**config.mk**
```make
export PLATFORM = sky130hd
export DESIGN_NAME = aes_stream_sequencer
export DESIGN_NICKNAME = d
export VERILOG_FILES = /design/src/rtl/aes_seq_pkg.sv /design/src/rtl/aes_seq_fifo.sv /design/src/rtl/aes_stream_sequencer.sv
export SDC_FILE = /design/constraint.sdc
export NUM_CORES = 2
export LEC_CHECK = 0
export BUFFER_PORTS_ARGS = -buffer_cell sky130_fd_sc_hd__buf_2
export CAP_MARGIN = 15
export CORE_MARGIN = 5
export CORE_UTILIZATION = 60
export DETAILED_ROUTE_END_ITERATION = 6
export MAX_ROUTING_LAYER = met4
export PLACE_DENSITY = 0.8
export SLEW_MARGIN = 20
export SYNTH_ARGS = -nofsm -noshare
export SYNTH_HDL_FRONTEND = slang
export SYNTH_SLANG_ARGS = --single-unit
```
**constraint.sdc**
```tcl
create_clock -name clk -period 5.44 [get_ports clk]
set_input_delay 0.544 -clock clk [delete_from_list [all_inputs] [get_ports clk]]
set_output_delay 0.544 -clock clk [all_outputs]
set_load 0.01 [all_outputs]
```
**src/rtl/aes_seq_pkg.sv**
```systemverilog
// Shared widths, default geometry and counter sizing for the AES stream sequencer.
// Optional tag tracking is enabled with the AES_SEQ_TAG_EN macro.
package aes_seq_pkg;

  localparam int BLK_W       = 128;
  localparam int TAG_W       = 8;
  localparam int LATENCY_DEF = 11;
  localparam int DEPTH_DEF   = 16;

  // A counter that must represent 0..depth inclusive needs one value more than depth.
  function automatic int cnt_w(input int depth);
    return $clog2(depth + 1);
  endfunction

endpackage

```
**src/rtl/aes_seq_fifo.sv**
```systemverilog
// First-word-fall-through FIFO holding captured ciphertext (and the tag when AES_SEQ_TAG_EN is defined).
// Pushes while full and pops while empty are ignored and flagged by assertions.
module aes_seq_fifo
  import aes_seq_pkg::*;
#(
  parameter int WIDTH = BLK_W,
  parameter int DEPTH = DEPTH_DEF
) (
  input  logic                    clk,
  input  logic                    rst_n,
  input  logic                    push,
  input  logic                    pop,
  input  logic [WIDTH-1:0]        din,
  output logic [WIDTH-1:0]        dout,
  output logic [cnt_w(DEPTH)-1:0] count,
  output logic                    full,
  output logic                    empty
);

  localparam int            CW   = cnt_w(DEPTH);
  localparam int            PW   = (DEPTH > 1) ? $clog2(DEPTH) : 1;
  localparam logic [PW-1:0] LAST = PW'(DEPTH - 1);

  logic [WIDTH-1:0] r_mem [DEPTH];
  logic [PW-1:0]    r_wr_ptr;
  logic [PW-1:0]    r_rd_ptr;
  logic [CW-1:0]    r_count;
  logic             w_do_push;
  logic             w_do_pop;

  assign full      = (r_count == CW'(DEPTH));
  assign empty     = (r_count == '0);
  assign count     = r_count;
  assign dout      = r_mem[r_rd_ptr];
  assign w_do_push = push & ~full;
  assign w_do_pop  = pop & ~empty;

  // Storage is cleared so the head reads zero straight out of reset.
  always_ff @(posedge clk or negedge rst_n) begin
    if (!rst_n) begin
      for (int i = 0; i < DEPTH; i++) begin
        r_mem[i] <= '0;
      end
    end else if (w_do_push) begin
      r_mem[r_wr_ptr] <= din;
    end
  end

  always_ff @(posedge clk or negedge rst_n) begin
    if (!rst_n) begin
      r_wr_ptr <= '0;
      r_rd_ptr <= '0;
      r_count  <= '0;
    end else begin
      if (w_do_push) begin
        r_wr_ptr <= (r_wr_ptr == LAST) ? '0 : r_wr_ptr + PW'(1);
      end
      if (w_do_pop) begin
        r_rd_ptr <= (r_rd_ptr == LAST) ? '0 : r_rd_ptr + PW'(1);
      end
      case ({w_do_push, w_do_pop})
        2'b10:   r_count <= r_count + CW'(1);
        2'b01:   r_count <= r_count - CW'(1);
        default: r_count <= r_count;
      endcase
    end
  end

  a_no_overflow: assert property (@(posedge clk) disable iff (!rst_n) !(push && full));
  a_no_underflow: assert property (@(posedge clk) disable iff (!rst_n) !(pop && empty));

endmodule

```
**src/rtl/aes_stream_sequencer.sv**
```systemverilog
// Valid/ready streaming shell around the free-running, stall-free aes_128 pipeline.
// Define AES_SEQ_TAG_EN to carry an 8-bit tag per block and flag out-of-sequence tags.
module aes_stream_sequencer
  import aes_seq_pkg::*;
#(
  parameter int LATENCY = LATENCY_DEF,
  parameter int DEPTH   = DEPTH_DEF
) (
  input  logic             clk,
  input  logic             rst_n,
  input  logic             in_valid,
  output logic             in_ready,
  input  logic [BLK_W-1:0] in_state,
  input  logic [BLK_W-1:0] in_key,
  output logic [BLK_W-1:0] core_state,
  output logic [BLK_W-1:0] core_key,
  input  logic [BLK_W-1:0] core_out,
  output logic             out_valid,
  input  logic             out_ready,
  output logic [BLK_W-1:0] out_data
`ifdef AES_SEQ_TAG_EN
  ,
  input  logic [TAG_W-1:0] in_tag,
  output logic [TAG_W-1:0] out_tag,
  output logic             seq_err
`endif
);

  localparam int CW = cnt_w(DEPTH);
  localparam int SW = CW + 1;
`ifdef AES_SEQ_TAG_EN
  localparam int FW = BLK_W + TAG_W;
`else
  localparam int FW = BLK_W;
`endif

  logic [LATENCY-1:0] r_vld_sr;
  logic [CW-1:0]      r_inflight;
  logic               r_in_ready;
  logic [CW-1:0]      w_inflight_nxt;
  logic [CW-1:0]      w_count;
  logic [CW-1:0]      w_count_nxt;
  logic [SW-1:0]      w_credit_nxt;
  logic               w_issue;
  logic               w_capture;
  logic               w_push_ok;
  logic               w_pop;
  logic               w_full;
  logic               w_empty;
  logic [FW-1:0]      w_fifo_din;
  logic [FW-1:0]      w_fifo_dout;

  assign w_issue    = in_valid & r_in_ready;
  assign w_capture  = r_vld_sr[LATENCY-1];
  assign w_push_ok  = w_capture & ~w_full;
  assign w_pop      = out_ready & ~w_empty;
  assign in_ready   = r_in_ready;
  assign out_valid  = ~w_empty;
  assign core_state = w_issue ? in_state : '0;
  assign core_key   = w_issue ? in_key : '0;

  // Next-state occupancy feeds the registered ready so out_ready never reaches in_ready combinationally.
  always_comb begin
    w_inflight_nxt = r_inflight;
    w_count_nxt    = w_count;
    case ({w_issue, w_capture})
      2'b10:   w_inflight_nxt = r_inflight + CW'(1);
      2'b01:   w_inflight_nxt = r_inflight - CW'(1);
      default: w_inflight_nxt = r_inflight;
    endcase
    case ({w_push_ok, w_pop})
      2'b10:   w_count_nxt = w_count + CW'(1);
      2'b01:   w_count_nxt = w_count - CW'(1);
      default: w_count_nxt = w_count;
    endcase
    w_credit_nxt = SW'(w_inflight_nxt) + SW'(w_count_nxt);
  end

  always_ff @(posedge clk or negedge rst_n) begin
    if (!rst_n) begin
      r_vld_sr   <= '0;
      r_inflight <= '0;
      r_in_ready <= 1'b0;
    end else begin
      r_vld_sr[0] <= w_issue;
      for (int i = 1; i < LATENCY; i++) begin
        r_vld_sr[i] <= r_vld_sr[i-1];
      end
      r_inflight <= w_inflight_nxt;
      r_in_ready <= (w_credit_nxt < SW'(DEPTH));
    end
  end

`ifdef AES_SEQ_TAG_EN
  logic [TAG_W-1:0] r_tag_sr [LATENCY];
  logic [TAG_W-1:0] r_last_tag;
  logic             r_tag_primed;
  logic             r_seq_err;
  logic [TAG_W-1:0] w_cap_tag;

  assign w_cap_tag  = r_tag_sr[LATENCY-1];
  assign w_fifo_din = {w_cap_tag, core_out};
  assign out_data   = w_fifo_dout[BLK_W-1:0];
  assign out_tag    = w_fifo_dout[FW-1:BLK_W];
  assign seq_err    = r_seq_err;

  // The first capture after reset only seeds the reference; later captures must step by one.
  always_ff @(posedge clk or negedge rst_n) begin
    if (!rst_n) begin
      for (int i = 0; i < LATENCY; i++) begin
        r_tag_sr[i] <= '0;
      end
      r_last_tag   <= '0;
      r_tag_primed <= 1'b0;
      r_seq_err    <= 1'b0;
    end else begin
      r_tag_sr[0] <= in_tag;
      for (int i = 1; i < LATENCY; i++) begin
        r_tag_sr[i] <= r_tag_sr[i-1];
      end
      if (w_capture) begin
        r_last_tag   <= w_cap_tag;
        r_tag_primed <= 1'b1;
        if (r_tag_primed && (w_cap_tag != r_last_tag + TAG_W'(1))) begin
          r_seq_err <= 1'b1;
        end
      end
    end
  end
`else
  assign w_fifo_din = core_out;
  assign out_data   = w_fifo_dout;
`endif

  aes_seq_fifo #(
    .WIDTH (FW),
    .DEPTH (DEPTH)
  ) u_fifo (
    .clk   (clk),
    .rst_n (rst_n),
    .push  (w_capture),
    .pop   (w_pop),
    .din   (w_fifo_din),
    .dout  (w_fifo_dout),
    .count (w_count),
    .full  (w_full),
    .empty (w_empty)
  );

  a_credit: assert property (@(posedge clk) disable iff (!rst_n)
    (SW'(r_inflight) + SW'(w_count)) <= SW'(DEPTH));

endmodule

```
After elaboration in Yosys (flattened, before gate mapping)
Index checks and enable logic that the tools add are counted.

operators by class
  reductions and logical operators = 3
  mux-type cells = 13
  equality and inequality tests = 9
  bitwise gates (word level) = 8
  add/subtract/negate cells = 7
  order comparisons = 4

operator list
  operator                                                    count
  bitwise mux 2048 bit                                        1
  2-to-1 mux 128 bit                                          5
  binary-select mux 128 bit (select 4 bit)                    1
  demux 128 bit (select 4 bit)                                1
  case mux 5 bit (2 select lines)                             3
  adder 5 x 1 -> 5 bit, second input constant                 2
  >= comparator 5 bit, second input constant                  2
  inverter 4 -> 5 bit                                         2
  subtractor 5 x 1 -> 5 bit, second input constant            2
  adder 4 x 1 -> 4 bit, second input constant                 2
  == test 4 bit, second input constant                        2
  2-to-1 mux 4 bit                                            2
  adder 5 x 5 -> 6 bit                                        1
  == test 2 x 1 -> 1 bit, second input constant               3
  == test 2 bit, second input constant                        3
  less-than comparator 6 x 5 -> 1 bit, second input constant  1
  == test 5 bit, second input constant                        1
  zero test 5 bit                                             1
  less-than comparator 5 x 1 -> 1 bit, second input constant  1
  bitwise AND 1 bit                                           4
  inverter 1 bit                                              2
  nonzero test 2 bit                                          1
  logical AND 1 bit                                           1

word-level totals
  output and inout port bits = 386
  register bits after elaboration = 2078

Depth between registers and ports, before layout
  depth after elaboration = 7
  gate-level depth with buffers = 15
  mapped depth without buffers = 13

Modules after synthesis
A second synthesis with hierarchy kept.

unflattened totals
  cells, all modules = 6563
  area, all modules = 96901.7 um^2

by module, submodules not included
  module                cells an instance  seq. area each (um^2)  instances  area each (um^2)
  aes_seq_fifo          6157               51574.5                1          94043.9
  aes_stream_sequencer  406                425.4                  1          2857.7

Worst setup path after synthesis
No wires, ideal clock.

  path type = reg2reg
  start = register u_fifo.r_count[0] (netlist: u_fifo.count[0])
  end = register r_in_ready (netlist: in_ready)
  arrival = 3.293 ns
  setup slack = 2.082 ns
  path buffers = 2
  required time = 5.375 ns
  clock period less this slack = 3.358 ns
  setup time = 0.065 ns
  cell stages (with the launch flop) = 15
  path through = dfrtp_1 inv_1 ha_1 or3b_4 o21a_4 buf_2 inv_1 ha_1 clkbuf_1 inv_1 o41a_1 o31ai_1 ha_1 a2111oi_0 o21a_1

between the ends
  word-level cells in the longest chain between the ends = 7
  elaborated cells between the ends (all ways) = 13
  classes of those cells = add/sub: 3; order compare: 1; eq/ne: 3; mux: 1; bitwise: 4; reduce/logical: 1

RTL lines
  element                                                  line                        source
  from (decl)                                              aes_seq_fifo.sv:27          logic [CW-1:0] r_count;
  from (signal assigned)                                   aes_seq_fifo.sv:62          2'b10: r_count <= r_count + CW'(1);
  from (signal assigned)                                   aes_seq_fifo.sv:63          2'b01: r_count <= r_count - CW'(1);
  from (signal assigned)                                   aes_seq_fifo.sv:64          default: r_count <= r_count;
  == test 5 bit (*)                                        aes_seq_fifo.sv:31          assign full = (r_count == CW'(DEPTH));
  inverter 1 bit (*)                                       -
  bitwise AND 1 bit (*)                                    -
  named net u_fifo.w_do_push                               aes_seq_fifo.sv:28          logic w_do_push;
  == test 2 x 1 -> 1 bit or == test 2 bit (tied branches)  aes_stream_sequencer.sv:71  case ({w_push_ok, w_pop})
  case mux 5 bit (2 select lines) (*)                      aes_stream_sequencer.sv:71
  adder 5 x 5 -> 6 bit (*)                                 aes_stream_sequencer.sv:76  w_credit_nxt = SW'(w_inflight_nxt) + SW'(w_count_nxt);
  less-than comparator 6 x 5 -> 1 bit (*)                  aes_stream_sequencer.sv:90  r_in_ready <= (w_credit_nxt < SW'(DEPTH));
  to (signal assigned)                                     aes_stream_sequencer.sv:90
  to (decl)                                                aes_stream_sequencer.sv:39  logic r_in_ready;

Mark *: on every way through the listed nets, which the timed path passes. The rest lies on a longest branch.
A chain may end at the register's enable or synchronous reset.

Worst setup path after layout
  start = register u_fifo.r_rd_ptr[0]
  end = output out_data[97]

between the ends
  word-level cells in the longest chain between the ends = 4

RTL lines
  element                                                line                        source
  from (decl)                                            aes_seq_fifo.sv:26          logic [PW-1:0] r_rd_ptr;
  from (signal assigned)                                 aes_seq_fifo.sv:59          r_rd_ptr <= (r_rd_ptr == LAST) ? '0 : r_rd_ptr + PW'(1);
  inverter 4 -> 5 bit (not written as such)              aes_seq_fifo.sv:34          assign dout = r_mem[r_rd_ptr];
  binary-select mux 128 bit (select 4 bit)               aes_seq_fifo.sv:34
  2-to-1 mux 128 bit (not written as such) (2 in a row)  aes_seq_fifo.sv:34
  to (decl)                                              aes_stream_sequencer.sv:20  output logic [BLK_W-1:0] out_data

Every way passes these cells. The select of a mux whose other input is x is not followed.

==> metrics.md <==
| Metric | Value |
|---|---|
| Fmax achieved | 236 MHz |
| CTS tree | done |
| Pre-antenna DRT Iters | 5 |
| Max_cap viols | 0 |
| PD cells | 544 nW/um^2 |
| DRT iter0 DRCs | 5483 |
| CTS root buffer | clkbuf_16 |
| Cell internal pwr | 40.8 mW |
| Worst min path class | in2reg |
| Non-filler cells, final | 8940 |
| Status | finished clean |
| Clk_skew | 0.0249 ns |
| Largest net degree at the start of global routing | 258 |
| Sequential power share | 0.401 |
| Initial Utilization | 0.601 |
| Final setup viols | 0 |
| I/O pin cnt | 774 |
| CTS Buf Count | 199 |
| Placer Congestion | 1.07 |
| Seq cells post-synth | 2078 |
| Synth Net Count | 6415 |
| Max_slew headroom | 0.200 |
| Sink Count | 2078 |
| Pre-CTS setup slack | 1.67 ns |
| Final Hold Vio Count | 0 |
| Post-DRT Antenna Nets | 0 |
| Leakage power | 52.2 nW |
| RSZ-0062 raised after global routing | false |
| Final Slew Violations | 0 |
| Longest Clk Path Bufs | 3 |
| R2R setup slack | 1.63 ns |
| Core Rows | 149 |
| Post CTS Setup Buffer Count | 0 |
| Crit-path max FO | 38 |
| Worst EP required | 4.90 ns |
| Clk pwr share | 0.240 |
| Vias in the first global route | 62.3k |
| CP delay by family, top | flip-flops |
| Drt via density | 6.49 |
| Worst Setup SP | u_fifo.r_rd_ptr[0] |
| Core box area | 164000 sq um |
| Overflow after GRT | 0 |
| Initial antenna violation count | 129 |
| CP Buf/Inv Count | 2 |
| HPWL Detailed | 187 mm |
| Worst R2R Start | u_fifo.count[0] |
| Clock latency at the later pin of the worst-skew pair | 0.83 ns |
| Synthesized area per cell | 16.4 sq um |
| Total die area | 173000 sq um |
| Worst IR Drop VDD | 0.452 mV |
| Crit path kind | reg2out |
| CP endpoint kind | output port |
| Commonest non-fill, non-tap cells in the layout | dfrtp_1 (2075), mux2_2 (1210), mux2_4 (840), buf_2 (771), mux4_2 (512) |
| Critical Path AT | 3.69 ns |
| Remaining DRCs | 0 |
| Fin Setup TNS | 0 ns |
| Fin crit share | 0.778 |
| Final worst slack | 1.21 ns |
| Routed WL | 297 mm |
| Least-Margin Pin Slew | 1.20 ns |
| Total number of yosys warnings | 0 |
| Chip Height | 416 um |
| Area post-placement | 103000 sq um |
| Crit path max-delay cell type | dfrtp_4 |
| Total track usage | 0.353 |
| Worst path depth | 5 |
| Depth of the most critical reg-to-reg path | 11 |
| First-pass GRT wire length | 440 mm |
| Synthesized area | 98800 sq um |
| Placed insts | 8520 |
| Most common cell after layout, fill and taps aside | dfrtp_1 |
| Post-Synthesis Cells | 6010 |
| Die Width | 416 um |
| Net switching power | 19.2 mW |
| Part of the Yosys area used for sequential elements | 0.526 |
| Async S/R FF share, synth | 1.00 |
| Crit path capture | out_data[97] |
| CP Cell Sequence | buf_4, mux4_2, a22oi_1, nand2_1, buf_2 |
| WL per Instance | 33.2 um |
| CTS clk-pin slew, worst paths | 0.06 ns |
| Design area | 110000 sq um |
| Post-synth top flop | dfrtp_1 |
| Post-layout min period | 4.23 ns |
| Post-synth cell types | 49 |
| Comb power frac | 0.359 |
| EDFF count, synth | 0 |
| Final nets | 6938 |
| Layout cell share with drive strength beyond 1 | 0.570 |
| # port buffers | 773 |
| Critical R2R Capture | in_ready |
| CP max stage delay | 1.09 ns |
| Switching share of total power | 0.320 |
| Layout area overhead | 11.7% |
| CTS H-tree lvls | 4 |
| DR vias | 58.1k |
| Critical Path Source Type | register |
==> metrics by stage <==
stage	hold slack [ns]	power (mW)	utilization
finish	0.149	60.0	0.671
global route	0.160	62.7	0.671
CTS	0.104	60.2	0.670
detailed placement	0.336	45.6	0.629
global placement	0.334	44.6	0.629
floorplan	0.248	38.3	-
==> cell families (layout without fill, tap and decap cells) <==
logic type / count (synthesis) / after routing / synth area share
adders and majority gates: 17 / 17 / 0.00215
muxes: 2563 / 2563 / 0.382
DFF: 2078 / 2078 / 0.526
other: 0 / 51 / 0
xor gates and xnor gates: 13 / 13 / 0.00115
and+or+nand+nor: 443 / 443 / 0.0246
AOI/OAI and AO/OA: 298 / 298 / 0.0224
buffers and inverters: 598 / 1288 / 0.0409
==> worst reg2reg max path: stages (launching register included) <==
cell	delay, ns
dfrtp_1	0.47
inv_1	0.13
ha_1	0.26
or4b_2	0.65
nand2_1	0.21
ha_1	0.31
inv_1	0.14
o311a_1	0.35
o31ai_1	0.31
ha_1	0.31
a2111oi_0	0.41
o21a_1	0.19
==> flip-flops by register name (all words and copies together) (netlist names) <==
signal	flops
in_ready	1
r_vld_sr	11
u_fifo.r_rd_ptr	4
r_inflight	5
u_fifo.r_mem	2048
u_fifo.count	5
u_fifo.r_wr_ptr	4
==> layer usage <==
layer,vias to the layer above,share of wire,GRT usage
li1,23500,-,-
met1,31800,0.42,0.481
met2,2128,0.48,0.548
met3,564,0.058,0.0607
met4,0,0.037,0.120
met5,-,0,-
==> Yosys cell counts (2+ instances only) <==
cell / n / area, sq um
a2111oi_0: 2 / 17.5
o21bai_1: 2 / 15.0
or3_1: 2 / 12.5
mux4_2: 512 / 11500
buf_4: 44 / 330
buf_12: 77 / 1540
a31oi_1: 2 / 12.5
buf_1: 30 / 113
mux2_2: 1210 / 13600
mux2_4: 840 / 12600
nor2b_1: 5 / 31.3
nand3_1: 7 / 35.0
buf_2: 106 / 531
o31ai_1: 2 / 15.0
xnor2_1: 6 / 52.6
a21o_1: 4 / 30.0
a211oi_1: 3 / 22.5
clkbuf_1: 298 / 1120
and2_1: 3 / 18.8
ha_1: 17 / 213
nand2_1: 140 / 526
o21ai_0: 10 / 50.1
inv_1: 10 / 37.5
a22oi_1: 257 / 1930
nor2_1: 11 / 41.3
a21oi_1: 6 / 30.0
xor2_1: 7 / 61.3
buf_6: 33 / 372
dfrtp_1: 2078 / 52000
and3_1: 261 / 1630
and3_4: 7 / 78.8
==> power groups by stage <==
| stage | sequential (mW) | combinational [mW] | clock [mW] |
|---|---|---|---|
| 5_1_grt | 24.5 | 22.9 | 15.2 |
| 3_5_place_dp | 24.0 | 21.5 | 0 |
| 3_3_place_gp | 23.6 | 21.0 | 0 |
| 2_1_floorplan | 22.8 | 15.6 | 0 |
| 6_report | 24.0 | 21.5 | 14.4 |
| 4_1_cts | 23.9 | 21.7 | 14.6 |
==> what timing repair did <==
item / in CTS / in global routing
endpoints found under the hold margin: 121 / 0
gates resized for setup: 0 / 0
hold buffers: 1 / 0
==> how the worst min path moves through the flow <==
stage                     start            endpoint  slack, ns  depth (start not counted)
floorplan                 rst_n            in_ready       0.25                          0
global placement    r_vld_sr[1]         r_vld_sr[2]       0.33                          0
detailed placement  r_vld_sr[9]        r_vld_sr[10]       0.34                          0
CTS                   out_ready  u_fifo.r_rd_ptr[3]       0.10                          3
global route          out_ready  u_fifo.r_rd_ptr[0]       0.16                          3
finish                out_ready  u_fifo.r_rd_ptr[3]       0.15                          3
==> final cells by class <==
type / instances / area (sq um)
clock buffer: 294 / 5860
sequential: 2078 / 52000
antenna: 51 / 128
tap: 2189 / 2740
multi-input combinational: 3334 / 42900
fill: 10800 / 54100
inverter: 10 / 37.5
clock inverter: 74 / 978
timing repair buffer: 910 / 5750
Note: power is estimated with default switching activity, not from simulation.
